**config.mk**
```make
export PLATFORM = sky130hd
export DESIGN_NAME = ws2812b_rx
export DESIGN_NICKNAME = d
export VERILOG_FILES = /design/src/rtl/ws2812b_pkg.sv /design/src/rtl/ws2812b_pulse_meter.sv /design/src/rtl/ws2812b_rx.sv
export SDC_FILE = /design/constraint.sdc
export NUM_CORES = 1
export LEC_CHECK = 0
export CAP_MARGIN = 15
export CORE_UTILIZATION = 40
export CTS_BUF_LIST = sky130_fd_sc_hd__clkbuf_2 sky130_fd_sc_hd__clkbuf_4 sky130_fd_sc_hd__clkbuf_8
export DETAILED_ROUTE_END_ITERATION = 12
export HOLD_SLACK_MARGIN = 0.06
export PLACE_DENSITY_LB_ADDON = 0.2
export SETUP_SLACK_MARGIN = 0.1
export SYNTH_ARGS = -nofsm -noshare
export SYNTH_HDL_FRONTEND = slang
export SYNTH_SLANG_ARGS = --single-unit
```
**constraint.sdc**
```tcl
create_clock -name clk -period 4.3 [get_ports clk]
set_clock_uncertainty 0.05 [all_clocks]
set_input_delay 0.86 -clock clk [delete_from_list [all_inputs] [get_ports clk]]
set_output_delay 0.86 -clock clk [all_outputs]
set_load 0.03 [all_outputs]
```
**src/rtl/ws2812b_pkg.sv**
```systemverilog
`default_nettype none
// +--------------------------------------------------------------------+
// | ws2812b_pkg                                                        |
// | Shared WS2812B receiver state type and 12 MHz line timing.         |
// | Revision: 1.0                                                      |
// +--------------------------------------------------------------------+
package ws2812b_pkg;

  typedef enum logic [1:0] {
    WAIT_GAP = 2'd0,
    IDLE     = 2'd1,
    HIGH     = 2'd2,
    LOW      = 2'd3
  } rx_state_t;

  // Line timing at 12 MHz, common to the driver and the receiver.
  localparam int T0H_CYC   = 5;
  localparam int T1H_CYC   = 10;
  localparam int BIT_CYC   = 15;
  localparam int RESET_CYC = 600;

  localparam int CNT_W = 10;

endpackage
`default_nettype wire

```
**src/rtl/ws2812b_pulse_meter.sv**
```systemverilog
`default_nettype none
// +--------------------------------------------------------------------+
// | ws2812b_pulse_meter                                                |
// | Synchronises din, measures high/low run lengths, emits bit strobes.|
// | Revision: 1.0                                                      |
// +--------------------------------------------------------------------+
module ws2812b_pulse_meter
  import ws2812b_pkg::*;
#(
  parameter int T1_THRESH    = 7,
  parameter int MIN_HIGH     = 2,
  parameter int MAX_HIGH     = 14,
  parameter int RESET_CYCLES = RESET_CYC
) (
  input  logic clk,
  input  logic rst,
  input  logic i_din,
  output logic o_rise,
  output logic o_bit_valid,
  output logic o_bit_value,
  output logic o_glitch,
  output logic o_gap
);

  localparam logic [CNT_W-1:0] c_cnt_max  = {CNT_W{1'b1}};
  localparam logic [CNT_W-1:0] c_t1       = CNT_W'(T1_THRESH);
  localparam logic [CNT_W-1:0] c_min_high = CNT_W'(MIN_HIGH);
  localparam logic [CNT_W-1:0] c_max_high = CNT_W'(MAX_HIGH);
  localparam logic [CNT_W-1:0] c_too_long = CNT_W'(MAX_HIGH + 1);
  localparam logic [CNT_W-1:0] c_gap      = CNT_W'(RESET_CYCLES - 1);

  logic             r_sync1;
  logic             r_din_s;
  logic             r_din_d;
  logic [CNT_W-1:0] r_hi_cnt;
  logic [CNT_W-1:0] r_lo_cnt;
  logic             w_fall;
  logic             w_too_long;

  always_ff @(posedge clk or posedge rst) begin
    if (rst) begin
      r_sync1  <= 1'b0;
      r_din_s  <= 1'b0;
      r_din_d  <= 1'b0;
      r_hi_cnt <= '0;
      r_lo_cnt <= '0;
    end else begin
      r_sync1 <= i_din;
      r_din_s <= r_sync1;
      r_din_d <= r_din_s;
      // hi_cnt equals the number of high cycles seen so far, so it holds the
      // exact pulse length on the cycle the falling edge is detected.
      if (o_rise)
        r_hi_cnt <= CNT_W'(1);
      else if (r_din_s && r_hi_cnt != c_cnt_max)
        r_hi_cnt <= r_hi_cnt + CNT_W'(1);
      if (r_din_s)
        r_lo_cnt <= '0;
      else if (r_lo_cnt != c_cnt_max)
        r_lo_cnt <= r_lo_cnt + CNT_W'(1);
    end
  end

  assign o_rise      = r_din_s & ~r_din_d;
  assign w_fall      = ~r_din_s & r_din_d;
  assign w_too_long  = r_din_d && (r_hi_cnt == c_too_long);
  assign o_glitch    = (w_fall && (r_hi_cnt < c_min_high)) || w_too_long;
  assign o_bit_valid = w_fall && (r_hi_cnt >= c_min_high) && (r_hi_cnt <= c_max_high);
  assign o_bit_value = (r_hi_cnt >= c_t1);
  assign o_gap       = ~r_din_s && (r_lo_cnt == c_gap);

endmodule
`default_nettype wire

```
**src/rtl/ws2812b_rx.sv**
```systemverilog
`default_nettype none
// +--------------------------------------------------------------------+
// | ws2812b_rx                                                         |
// | WS2812B NRZ receiver: assembles GRB pixels and detects frame ends. |
// | Revision: 1.0                                                      |
// +--------------------------------------------------------------------+
module ws2812b_rx
  import ws2812b_pkg::*;
#(
  parameter int T1_THRESH    = 7,
  parameter int MIN_HIGH     = 2,
  parameter int MAX_HIGH     = 14,
  parameter int RESET_CYCLES = RESET_CYC,
  parameter int NUM_PIXELS   = 64
) (
  input  logic                          clk,
  input  logic                          rst,
  input  logic                          din,
  output logic                          pixel_valid,
  output logic [7:0]                    red,
  output logic [7:0]                    green,
  output logic [7:0]                    blue,
  output logic [$clog2(NUM_PIXELS)-1:0] pixel_index,
  output logic                          frame_done,
  output logic [$clog2(NUM_PIXELS):0]   frame_pixels,
  output logic                          bit_error,
  output logic                          overflow
);

  localparam int PIX_W = $clog2(NUM_PIXELS);
  localparam logic [PIX_W:0] c_num_pix = NUM_PIXELS[PIX_W:0];

  rx_state_t      r_state;
  rx_state_t      w_state_next;
  logic           w_rise;
  logic           w_bit_valid;
  logic           w_bit_value;
  logic           w_glitch;
  logic           w_gap;
  logic           w_shift;
  logic           w_err;
  logic           w_frame_end;

  logic [23:0]    r_sr;
  logic [4:0]     r_bit_cnt;
  logic [PIX_W:0] r_pix_cnt;
  logic           r_pend;

  ws2812b_pulse_meter #(
    .T1_THRESH   (T1_THRESH),
    .MIN_HIGH    (MIN_HIGH),
    .MAX_HIGH    (MAX_HIGH),
    .RESET_CYCLES(RESET_CYCLES)
  ) u_meter (
    .clk        (clk),
    .rst        (rst),
    .i_din      (din),
    .o_rise     (w_rise),
    .o_bit_valid(w_bit_valid),
    .o_bit_value(w_bit_value),
    .o_glitch   (w_glitch),
    .o_gap      (w_gap)
  );

  always_ff @(posedge clk or posedge rst) begin
    if (rst) r_state <= WAIT_GAP;
    else     r_state <= w_state_next;
  end

  always_comb begin
    w_state_next = r_state;
    w_shift      = 1'b0;
    w_err        = 1'b0;
    w_frame_end  = 1'b0;
    case (r_state)
      WAIT_GAP: if (w_gap) w_state_next = IDLE;
      IDLE:     if (w_rise) w_state_next = HIGH;
      HIGH: begin
        if (w_glitch) begin
          w_err        = 1'b1;
          w_state_next = WAIT_GAP;
        end else if (w_bit_valid) begin
          w_shift      = 1'b1;
          w_state_next = LOW;
        end
      end
      LOW: begin
        if (w_rise) begin
          w_state_next = HIGH;
        end else if (w_gap) begin
          w_frame_end  = 1'b1;
          w_state_next = IDLE;
        end
      end
      default: w_state_next = WAIT_GAP;
    endcase
  end

  always_ff @(posedge clk or posedge rst) begin
    if (rst) begin
      r_sr         <= '0;
      r_bit_cnt    <= '0;
      r_pix_cnt    <= '0;
      r_pend       <= 1'b0;
      pixel_valid  <= 1'b0;
      red          <= '0;
      green        <= '0;
      blue         <= '0;
      pixel_index  <= '0;
      frame_done   <= 1'b0;
      frame_pixels <= '0;
      bit_error    <= 1'b0;
      overflow     <= 1'b0;
    end else begin
      pixel_valid <= 1'b0;
      frame_done  <= 1'b0;
      bit_error   <= 1'b0;
      r_pend      <= 1'b0;
      if (frame_done)
        overflow <= 1'b0;

      // An error abandons the frame in progress; decoding restarts after a gap.
      if (w_err) begin
        bit_error <= 1'b1;
        r_bit_cnt <= '0;
        r_pix_cnt <= '0;
      end else if (w_shift) begin
        r_sr <= {r_sr[22:0], w_bit_value};
        if (r_bit_cnt == 5'd23) begin
          r_bit_cnt <= '0;
          r_pend    <= 1'b1;
        end else begin
          r_bit_cnt <= r_bit_cnt + 5'd1;
        end
      end

      if (r_pend && !w_err) begin
        if (r_pix_cnt == c_num_pix) begin
          overflow <= 1'b1;
        end else begin
          pixel_valid <= 1'b1;
          green       <= r_sr[23:16];
          red         <= r_sr[15:8];
          blue        <= r_sr[7:0];
          pixel_index <= r_pix_cnt[PIX_W-1:0];
          r_pix_cnt   <= r_pix_cnt + 1'b1;
        end
      end

      if (w_frame_end) begin
        if (r_bit_cnt != 5'd0)
          bit_error <= 1'b1;
        if (r_pix_cnt != '0) begin
          frame_done   <= 1'b1;
          frame_pixels <= r_pix_cnt;
        end
        r_pix_cnt <= '0;
        r_bit_cnt <= '0;
      end
    end
  end

endmodule
`default_nettype wire

```
* Word-level counts from Yosys, hierarchy flattened
Cells that the tools add are included.
Storage, ports and cells: output and inout port bits 41, input bits 3, word-level logic and storage cells 102, register bits after elaboration 103
Operators by class: mux-type cells 39, equal/unequal tests 11, order comparisons 4, reduce and logical (&&, ||, !) cells 19, bitwise gates (word level) 6, $add $sub $neg 4
Operators by type and width (count):
- 10-bit two-way mux | 4
- 7-bit two-way mux | 4
- 1-bit two-way mux | 21
- 10-bit by 1-bit adder with 10-bit output, second input constant | 2
- 5-bit two-way mux | 4
- 10-bit != test, second input constant | 2
- 10-bit equality test, second input constant | 1
- 10-bit by 4-bit equality test with 1-bit output, second input constant | 1
- 10-bit by 2-bit greater-or-equal comparator with 1-bit output, second input constant | 1
- 10-bit by 3-bit greater-or-equal comparator with 1-bit output, second input constant | 1
- 10-bit by 4-bit <= comparator with 1-bit output, second input constant | 1
- 10-bit by 2-bit < comparator with 1-bit output, second input constant | 1
- 2-bit two-way mux | 5
- 2-bit one-hot mux with 4 select lines | 1
- 2-bit AND reduction | 4
- 7-bit by 1-bit adder with 7-bit output, second input constant | 1
- 7-bit equality test, second input constant | 1
- 1-bit logical AND | 7
- 7-bit nonzero test | 1
- 5-bit by 1-bit adder with 5-bit output, second input constant | 1
- 5-bit equality test, second input constant | 1
- 5-bit nonzero test | 1
- 2-bit equality test, second input constant | 2
- 1-bit inverter | 4
- other kinds (9) | 11

* Logic depth before layout (Yosys ltp)
Gate-level depths: netlist (run 1).
word-level depth 10, depth in mapped cells 8, mapped depth without buffers 7

* By module
Synthesis (run 1) repeated with hierarchy kept, for this count alone.
Second synthesis, totals: cell total of the unflattened synthesis 424, area, all modules 4561.9 um2
By module, submodules not included:
- ws2812b_rx | cells each 284, sequential area each 2001.9 um2, area each 3293.2 um2, instances 1
- ws2812b_pulse_meter | cells each 140, sequential area each 575.6 um2, area each 1268.7 um2, instances 1

* Worst setup path before layout (run 1)
Ideal clock, no wire load.
path type register -> register, start point reg u_meter.r_hi_cnt[1], end point reg green[4], setup slack 2.349 ns, cell stages (with the launch flop) 8, period minus slack after synthesis 1.951 ns, arrival time 1.776 ns, setup time 0.125 ns, cells stage by stage dfrtp_1 ha_1 and3_1 o2111ai_2 nand2b_2 inv_2 buf_6 mux2_2
On the way: cells in the longest elaborated chain, start to end 8, elaborated cells between the ends (all ways) 10, those cells by class 1 x order compare; 1 x eq/ne; 2 x mux; 6 x reduce/logical
RTL lines:
- start, declared | RTL line ws2812b_pulse_meter.sv:35 | logic [CNT_W-1:0] r_hi_cnt;
- start signal, assigned | RTL line ws2812b_pulse_meter.sv:56 | r_hi_cnt <= r_hi_cnt + CNT_W'(1);
- 10-bit by 2-bit < comparator with 1-bit output or 10-bit by 4-bit equality test with 1-bit output (tied branches) | RTL line ws2812b_pulse_meter.sv:67, ws2812b_pulse_meter.sv:66
- 1-bit logical AND, on equally long branches | RTL line ws2812b_pulse_meter.sv:67, ws2812b_pulse_meter.sv:66
- 1-bit logical OR * | RTL line ws2812b_pulse_meter.sv:67 | assign o_glitch = (w_fall && (r_hi_cnt < c_min_high)) || w_too_long;
- 1-bit two-way mux * | RTL line ws2812b_rx.sv:79 | if (w_glitch) begin
- 1-bit two-way mux * | RTL line ws2812b_rx.sv:75 | case (r_state)
- 1-bit zero test * | RTL line ws2812b_rx.sv:137 | if (r_pend && !w_err) begin
- 1-bit logical AND * | RTL line ws2812b_rx.sv:137
- 2-bit AND reduction (no source line) *
- end signal, assigned | RTL line ws2812b_rx.sv:142 | green <= r_sr[23:16];
- end, declared | RTL line ws2812b_rx.sv:21 | output logic [7:0] green,
Mark *: on every way between the ends. The rest lies on a longest branch, timed or not. A chain may end at the register's enable or synchronous reset.

* Worst setup path in the final report (run 1)
start point reg u_meter.r_hi_cnt[1], end point reg red[6]
On the way: cells in the longest elaborated chain, start to end 8, elaborated cells between the ends (all ways) 10, those cells by class 1 x order compare; 1 x eq/ne; 2 x mux; 6 x reduce/logical
RTL lines:
- 10-bit by 2-bit < comparator with 1-bit output or 10-bit by 4-bit equality test with 1-bit output (tied branches) | RTL line ws2812b_pulse_meter.sv:67, ws2812b_pulse_meter.sv:66
- 1-bit logical AND, on equally long branches | RTL line ws2812b_pulse_meter.sv:67, ws2812b_pulse_meter.sv:66
- 1-bit logical OR * | RTL line ws2812b_pulse_meter.sv:67
- 1-bit two-way mux * | RTL line ws2812b_rx.sv:79
- 1-bit two-way mux * | RTL line ws2812b_rx.sv:75
- 1-bit zero test * | RTL line ws2812b_rx.sv:137
- 1-bit logical AND * | RTL line ws2812b_rx.sv:137
- 2-bit AND reduction (no source line) *
- end signal, assigned | RTL line ws2812b_rx.sv:143 | red <= r_sr[15:8];
- end, declared | RTL line ws2812b_rx.sv:20 | output logic [7:0] red,
Marked as above.

==> key figures, run 1 <==
Timing
  – Max-slew headroom at the worst pin: 37.7%
  – Hold Fails Final Rpt: 0
  – Highest Clock Rate: 380 MHz
  – RSZ-0062 raised after global routing: no
  – Tmin final: 2.63 ns
  – Final-report max-slew violation count: 0
  – Slew @ Worst Pin: 0.934 ns
  – Fin Setup TNS: 0 ns
  – Hold slack: 0.308 ns
  – Period utilization: 61.3%
  – Fin worst setup slack: 1.67 ns
  – Count of final setup violators: 0

Drt
  – Post-DRT Antenna Nets: 0
  – DRC viols: 0
  – Final WL: 8.95 mm
  – WL/cell: 15.8 um
  – 1st-iter DRT viols: 164
  – Via-per-instance ratio: 5.48
  – TritonRoute pass-1 iters: 4
  – Routed vias: 3099

Pwr
  – PwrDens: 318 mW/mm2
  – Leakage power: 0.00245 uW
  – Peak supply drop: 0.190 mV

Yosys
  – Mux contribution to synthesized area: 14.4%
  – Count of cell types in the netlist: 58
  – Mean Syn Cell Area: 12.3 um2
  – Compound-gate portion of the synthesized area: 9.66%
  – Fraction of registers with async set/reset: 100%
  – Syn nets: 385
  – Sequential area share after synthesis: 55.9%
  – Top FF cell, synth: dfrtp_1
  – Mapped Area: 0.00461 mm2
  – Yosys reg bits: 103
  – Synth Area in Adders: 1.90%
  – Post-synth EDFFs: 0
  – Main combinational cell family by area after synthesis: multiplexers
  – Synth Area in XOR/XNOR: 0.950%
  – Yosys warnings: 0
  – Instance count of the mapped netlist: 375
  – Synth Area in Simple Gates: 14.4%

Global routing
  – Vias in the first global route: 3098
  – Global route overflow: 0
  – Largest net degree at the start of global routing: 78
  – First-pass GRT wire length: 15.3 mm
  – Gr usage total: 16.7%
  – Number of antenna violations at the first check in global routing: 0

Floorplanning
  – Core footprint: 0.0110 mm2
  – Ports: 44
  – Die span in x: 109 um
  – Die area: 0.0120 mm2
  – Starting Density: 41.8%
  – Row cnt: 38
  – Die height: 109 um

Placement
  – Placed insts: 550
  – HPWL Detailed: 6.07 mm
  – Port Buffer Count: 43
  – Global placer's final weighted congestion: 0.820
  – Post-Place Setup Slack: 1.67 ns

CTS
  – Setup Fix Bufs, Post-CTS: 0
  – Clk_lat worst skew: 0.38 ns
  – CTS buffer count: 9
  – H-tree depth: 3
  – # hold bufs at CTS: 0
  – CTS max path bufs: 2
  – CTS root buf: clkbuf_8
  – CTS tree: yes
  – Post-cts sizing count: 0
  – Clock transition at the registers of the reported paths: 0.10 ns
  – Clock sinks: 103

Critical path
  – R2r setup slk: 1.67 ns
  – R2R depth: 6
  – CP Buf/Inv Count: 1
  – Startpoint Class: flop
  – Delay-heaviest family, CP: simple AND/OR/NAND/NOR gates
  – Critical path type: flop to flop
  – Max stage delay cell, worst path: dfrtp_1
  – Cells along the critical path: ha_1 > and3_1 > o2111ai_2 > nand2b_2 > inv_2 > mux2_2
  – CP max stage delay: 0.47 ns
  – CP required: 4.52 ns
  – Setup crit end kind: flop
  – Worst path depth: 6
  – Max FO, Critical Path: 22
  – Worst Path Arrival: 2.86 ns

Worst hold path
  – Hold depth: 0
  – Hold/Removal Path Class: flop to flop

Finish
  – Diode count: 0
  – Layout cells sized above 1: 21.8%
  – Final std cells w/o fill: 566
  – Syn-to-layout area delta: 16.9%
  – Nets: 431

Flow run
  – Max Cap Viol: 0

Run status
  – Outcome: finished clean
## placed cells by master (no fill, tap or decap), drive strengths merged, types with 10 or more instances in the layout
cell and count:
clkbuf 10, inv 19, mux2 57, nand4 10, nor3 10, clkdlybuf4s50 43, nand2 20, nand3 10
dfrtp 103, nor2 26
## cell type report
type,instances,area (um2)
inverters,15,58.8
multi-input cells,246,1900
well taps,140,175
clock buffers,10,138
clock inverters,6,83.8
repair buffers,46,453
flip-flops and latches,103,2580
fillers,1017,5640
## worst paths after layout
check | startpoint | end
worst max-delay path | u_meter.r_hi_cnt[1] | red[6]
worst min-delay path | u_meter.r_sync1 | u_meter.r_din_s
worst max register to register | u_meter.r_hi_cnt[1] | red[6]
worst min register to register | u_meter.r_sync1 | u_meter.r_din_s
max in group asynchronous | rst | r_bit_cnt[4]
min in group asynchronous | rst | blue[4]
## synthesized netlist by cell type, drive strengths merged, types with 2 or more instances
cell / number / area share (%)
a21boi: 2 / 0.41
a21oi: 8 / 0.87
a22o: 7 / 1.3
a31oi: 4 / 0.54
and2: 4 / 0.54
and3: 8 / 1.1
buf: 8 / 1.3
clkbuf: 3 / 0.24
dfrtp: 103 / 56
ha: 7 / 1.9
inv: 15 / 1.2
mux2: 57 / 14
mux2i: 2 / 0.43
nand2: 20 / 1.6
nand2b: 4 / 0.60
nand3: 10 / 1.4
nand4: 10 / 1.4
nand4b: 2 / 0.38
nor2: 26 / 2.1
nor2b: 2 / 0.27
nor3: 10 / 1.1
nor4: 3 / 0.73
nor4b: 2 / 0.38
o2111ai: 4 / 0.90
o211ai: 2 / 0.33
o21ai: 7 / 0.76
o311ai: 6 / 1.1
o31ai: 6 / 0.98
o32ai: 2 / 0.38
o41ai: 4 / 0.92
or2: 3 / 0.41
or4: 6 / 0.98
xnor2: 2 / 0.38
xor2: 3 / 0.57
## per-stage QoR
step / power, uW / area, um2 / utilization [%]
after floorplan: 1060 / 4610 / -
after global placement: 1080 / 5170 / 46.9
after detailed placement: 1080 / 5170 / 46.9
after CTS: 1750 / 5390 / 48.9
after global routing: 1790 / 5390 / 48.9
final: 1710 / 5390 / 48.9
## state kept, by name (all words and copies together), names as in the netlist, 2 cells and up
signal and flops:
r_sr 24, u_meter.r_hi_cnt 10, u_meter.r_lo_cnt 10, blue 8, green 8, red 8
frame_pixels 7, r_pix_cnt 7, pixel_index 6, r_bit_cnt 5, r_state 2
## power by group
group | leakage [uW] | switching [uW] | internal [uW]
Combinational | 0.000916 | 48.6 | 19.1
Clock | 0.000113 | 356 | 300
Sequential | 0.00142 | 14.2 | 976
## worst register-to-register path: stages, from the launching register on
cell       delay (ns)
dfrtp_1          0.47
ha_1             0.29
and3_1           0.23
o2111ai_2        0.31
nand2b_2         0.42
inv_2            0.39
mux2_2           0.38
## kinds of logic (layout without fill, tap and decap cells)
group	count (synthesis)	after routing
buffers and inverters	26	77
xor gates and xnor gates	5	5
muxes	59	59
adders and majority gates	7	7
and+or+nand+nor	117	117
AOI/OAI and AO/OA	58	58
DFF	103	103
## layer usage
metal  vias up  wire (um)  global-route usage [%]  share of wire (%)
met4         0         83                    5.05               0.93
met5         -          0                       0                  0
met2        60       4060                    24.6                 45
li1       1482          -                       -                  -
met3         5        390                    5.33                4.4
met1      1552       4420                    23.4                 49
Note: power is estimated with default switching activity, not from simulation.
==> run 2, diff against run 1 <==
- clock period: 4.3 -> 2.5 ns (I/O delays scaled with it)
==> key figures, run 2 (synthesis results as in run 1) <==
Pwr
  – Sw Ratio: 24.9%
  – Internal power: 2210 uW
  – Leakage power: 0.00248 uW
  – Sequential share of power: 58.0%
  – Clock share of power: 37.8%
  – PwrDens: 540 mW/mm2
  – Peak supply drop: 0.365 mV
  – Net Sw Power: 730 uW
  – Combinational share of power: 4.1%

Drt
  – Post-DRT Antenna Nets: 0
  – WL/cell: 16.0 um
  – 1st-iter DRT viols: 131
  – Routed vias: 3163
  – Via-per-instance ratio: 5.52
  – Final WL: 9.18 mm
  – TritonRoute pass-1 iters: 4
  – DRC viols: 0

Finish
  – Commonest non-fill, non-tap cells in the layout: 103 x dfrtp_1, 56 x mux2_2, 43 x clkdlybuf4s50_1, 26 x nor2_1, 20 x nand2_1
  – Top Registers: r_sr (24), u_meter.r_hi_cnt (10), u_meter.r_lo_cnt (10)
  – Layout cells sized above 1: 23.1%
  – Nets: 438
  – Most common cell after layout, fill and taps aside: dfrtp_1
  – Design Area, Final: 0.00544 mm2
  – Diode count: 0
  – Max reg flops: 24
  – Finished Core Util: 49.4%
  – Syn-to-layout area delta: 18.1%
  – Top reg by flops: r_sr

Placement
  – Global placer's final weighted congestion: 0.822
  – HPWL Detailed: 6.08 mm
  – Placed cell areas: 0.00524 mm2
  – Port Buffer Count: 43

Timing
  – Final-report max-slew violation count: 0
  – Fin Setup TNS: 0 ns
  – Count of final setup violators: 0
  – Highest Clock Rate: 454 MHz
  – Max-slew headroom at the worst pin: 63.3%
  – Hold Fails Final Rpt: 0
  – Period utilization: 88.2%
  – Slew @ Worst Pin: 0.543 ns
  – RSZ-0062 raised after global routing: no
  – Tmin final: 2.21 ns

Floorplanning
  – Core footprint: 0.0110 mm2
  – Die span in x: 109 um
  – Die area: 0.0120 mm2
  – Starting Density: 41.8%
  – Die height: 109 um
  – Ports: 44
  – Row cnt: 38

Critical path
  – Delay-heaviest family, CP: flip-flops
  – Startpoint Class: flop
  – Max FO, Critical Path: 21
  – Worst Path Arrival: 2.42 ns
  – CP Buf/Inv Count: 2
  – Cells along the critical path: inv_1 > ha_1 > nand2b_1 > o41ai_2 > nand2b_2 > buf_4 > mux2_2
  – CP required: 2.72 ns
  – Setup crit end kind: flop
  – CP max stage delay: 0.46 ns
  – Max stage delay cell, worst path: dfrtp_1
  – Critical path type: flop to flop

Flow run
  – Max Cap Viol: 0

Global routing
  – Global route overflow: 0
  – First-pass GRT wire length: 15.7 mm
  – Gr usage total: 17.3%
  – Largest net degree at the start of global routing: 104
  – Vias in the first global route: 3255
  – Number of antenna violations at the first check in global routing: 0

CTS
  – # hold bufs at CTS: 0
  – Clock sinks: 103
  – Setup Fix Bufs, Post-CTS: 0
  – H-tree depth: 3
  – Clock transition at the registers of the reported paths: 0.10 ns
  – Clk_lat worst skew: 0.38 ns
  – Post-cts sizing count: 0
  – CTS max path bufs: 2
  – CTS tree: yes
  – CTS buffer count: 9
  – CTS root buf: clkbuf_8

Run status
  – Outcome: finished clean

Worst hold path
  – Hold/Removal Path Class: flop to flop
run 2: changes by cell type in the layout (fill, tap and decap cells not counted), sizes merged:
cell | before | now
inv | 19 | 17
clkinvlp | 0 | 2
buf | 3 | 10
run 2: cell type report:
cell class                 instances  area, um2
inverter                          15       60.1
timing repair buffer              53        518
clock buffer                      10        131
clock inverter                     6       77.6
multi-input combinational        246       1900
tap                              140        175
fill                            1022       5590
sequential                       103       2580
run 2: worst paths after layout:
path	slack, ns	endpoint	startpoint	depth (start not counted)
worst min register to register	0.34	u_meter.r_din_s	u_meter.r_sync1	0
worst max register to register	0.29	blue[3]	r_pix_cnt[0]	7
worst min-delay path	0.34	u_meter.r_din_s	u_meter.r_sync1	0
min in group asynchronous	0.57	frame_pixels[1]	rst	3
worst max-delay path	0.29	blue[3]	r_pix_cnt[0]	7
max in group asynchronous	1.43	r_sr[5]	rst	3
run 2: per-layer routing:
| layer | wire length (um) | global-route usage [%] | up-vias |
|---|---|---|---|
| met2 | 4260 | 26.4 | 57 |
| met5 | 0 | 0 | - |
| met1 | 4370 | 23.0 | 1605 |
| li1 | - | - | 1493 |
| met3 | 441 | 6.22 | 8 |
| met4 | 117 | 5.14 | 0 |
run 2: power by group through the flow:
stage                     clock network [uW]  registers (uW)  logic, uW
after floorplan                            0            1720       96.5
after global placement                     0            1740        120
after detailed placement                   0            1740        122
after CTS                               1160            1710        123
after global routing                    1230            1710        140
final                                   1110            1710        121
run 2: stage by stage:
stage,total power [uW],setup WS (ns),hold slack [ns],cells
after floorplan,1820,0.549,0.281,375
after global placement,1860,0.289,0.329,557
after detailed placement,1860,0.284,0.320,557
after CTS,2990,0.262,0.349,573
after global routing,3080,0.112,0.356,573
final,2940,0.295,0.344,573
==> run 3, diff against run 2 <==
- CORE_ASPECT_RATIO: default -> 1.25
==> key figures, run 3 (synthesis results as in run 1) <==
Global routing
  – Number of antenna violations at the first check in global routing: 0
  – Vias in the first global route: 3209
  – Gr usage total: 16.3%
  – First-pass GRT wire length: 15.5 mm
  – Global route overflow: 0
  – Largest net degree at the start of global routing: 104

Timing
  – Tmin final: 2.19 ns
  – Slew @ Worst Pin: 0.586 ns
  – Final-report max-slew violation count: 0
  – Max-slew headroom at the worst pin: 60.7%
  – Highest Clock Rate: 457 MHz
  – Period utilization: 87.5%
  – RSZ-0062 raised after global routing: no
  – Fin Setup TNS: 0 ns
  – Hold Fails Final Rpt: 0
  – Count of final setup violators: 0

Drt
  – Post-DRT Antenna Nets: 0
  – Via-per-instance ratio: 5.53
  – DRC viols: 3
  – TritonRoute pass-1 iters: 11
  – WL/cell: 15.6 um
  – Routed vias: 3124
  – Final WL: 8.80 mm
  – 1st-iter DRT viols: 133

Finish
  – Max reg flops: 24
  – Diode count: 0
  – Most common cell after layout, fill and taps aside: dfrtp_1
  – Syn-to-layout area delta: 17.0%
  – Fill cells: 1001
  – Nets: 435
  – Top reg by flops: r_sr
  – Layout cells sized above 1: 22.6%
  – Final std cells w/o fill: 565
  – Register Area: 0.00258 mm2
  – Top Registers: r_sr (24), u_meter.r_hi_cnt (10), u_meter.r_lo_cnt (10)
  – Commonest non-fill, non-tap cells in the layout: 103 x dfrtp_1, 56 x mux2_2, 43 x clkdlybuf4s50_1, 26 x nor2_1, 20 x nand2_1
  – Area of the multi-input gates: 0.00190 mm2

CTS
  – Clock sinks: 103
  – CTS buffer count: 9
  – H-tree depth: 3
  – CTS root buf: clkbuf_8
  – CTS max path bufs: 2
  – CTS tree: yes
  – # hold bufs at CTS: 0
  – Post-cts sizing count: 0
  – Clock transition at the registers of the reported paths: 0.10 ns
  – Clk_lat worst skew: 0.37 ns
  – Setup Fix Bufs, Post-CTS: 0

Run status
  – Outcome: finished with violations
  – Failing checks: DRC

Floorplanning
  – Core footprint: 0.0111 mm2
  – Die height: 122 um
  – Die area: 0.0120 mm2
  – Starting Density: 41.4%
  – Row cnt: 43
  – Ports: 44
  – Die span in x: 98.0 um

Placement
  – HPWL Detailed: 5.88 mm
  – Placed insts: 549
  – Port Buffer Count: 43
  – Global placer's final weighted congestion: 0.840

Pwr
  – Leakage power: 0.00245 uW
  – PwrDens: 523 mW/mm2
  – Peak supply drop: 0.463 mV

Critical path
  – Worst Path Arrival: 2.35 ns
  – Max FO, Critical Path: 12
  – Startpoint Class: flop
  – Setup crit end kind: flop
  – CP required: 2.66 ns
  – Critical path type: flop to flop

Worst hold path
  – Hold/Removal Path Class: flop to flop

Flow run
  – Max Cap Viol: 0
run 3: cell types whose count changed in the layout (fill, tap and decap cells not counted), sizes merged:
cell,before,now
clkinv,1,2
inv,17,18
bufinv,1,0
clkbuf,10,9
buf,10,7
run 3: critical path, stage by stage, from the launching register on:
cell and delay (ns):
dfrtp_1 0.53, nor4_1 0.48, o2111ai_1 0.24, a21boi_2 0.53
o32ai_1 0.21
run 3: layer usage:
layer	wire length [um]	track usage [%]	vias to the layer above
li1	-	-	1487
met1	4050	20.5	1586
met3	296	2.81	9
met4	142	7.48	0
met2	4310	27.4	42
met5	0	0	-
run 3: cell type report:
| cell class | count | area share, % |
|---|---|---|
| flip-flops and latches | 103 | 47.8 |
| multi-input cells | 246 | 35.3 |
| repair buffers | 50 | 9.19 |
| well taps | 135 | 3.13 |
| clock buffers | 9 | 2.30 |
| clock inverters | 7 | 1.18 |
| inverters | 15 | 1.11 |
run 3: path summary, 6_finish.rpt:
path | to | slack [ns] | from | cells after the start
hold / removal | u_meter.r_din_s | 0.31 | u_meter.r_sync1 | 0
max in group asynchronous | blue[3] | 1.40 | rst | 3
setup reg to reg | r_pix_cnt[0] | 0.31 | u_meter.r_hi_cnt[3] | 4
hold reg to reg | u_meter.r_din_s | 0.31 | u_meter.r_sync1 | 0
setup / recovery | r_pix_cnt[0] | 0.31 | u_meter.r_hi_cnt[3] | 4
min in group asynchronous | frame_pixels[1] | 0.55 | rst | 3
run 3: power by group:
| part | total, uW | switching (uW) | internal, uW |
|---|---|---|---|
| sequential | 1710 | 27.2 | 1680 |
| clock | 999 | 612 | 387 |
| combinational | 116 | 81.6 | 34.0 |
| total | 2820 | 721 | 2100 |
run 3: through the flow:
step                setup WS [ns]  instance area [um2]  hold WS, ns  util [%]  total power, uW
floorplan                   0.549                 4610        0.281         -             1820
global placement            0.322                 5210        0.286      46.7             1850
detailed placement          0.327                 5210        0.287      46.7             1860
CTS                         0.302                 5390        0.311      48.4             2870
global route                0.139                 5390        0.330      48.4             2950
finish                      0.313                 5390        0.310      48.4             2820
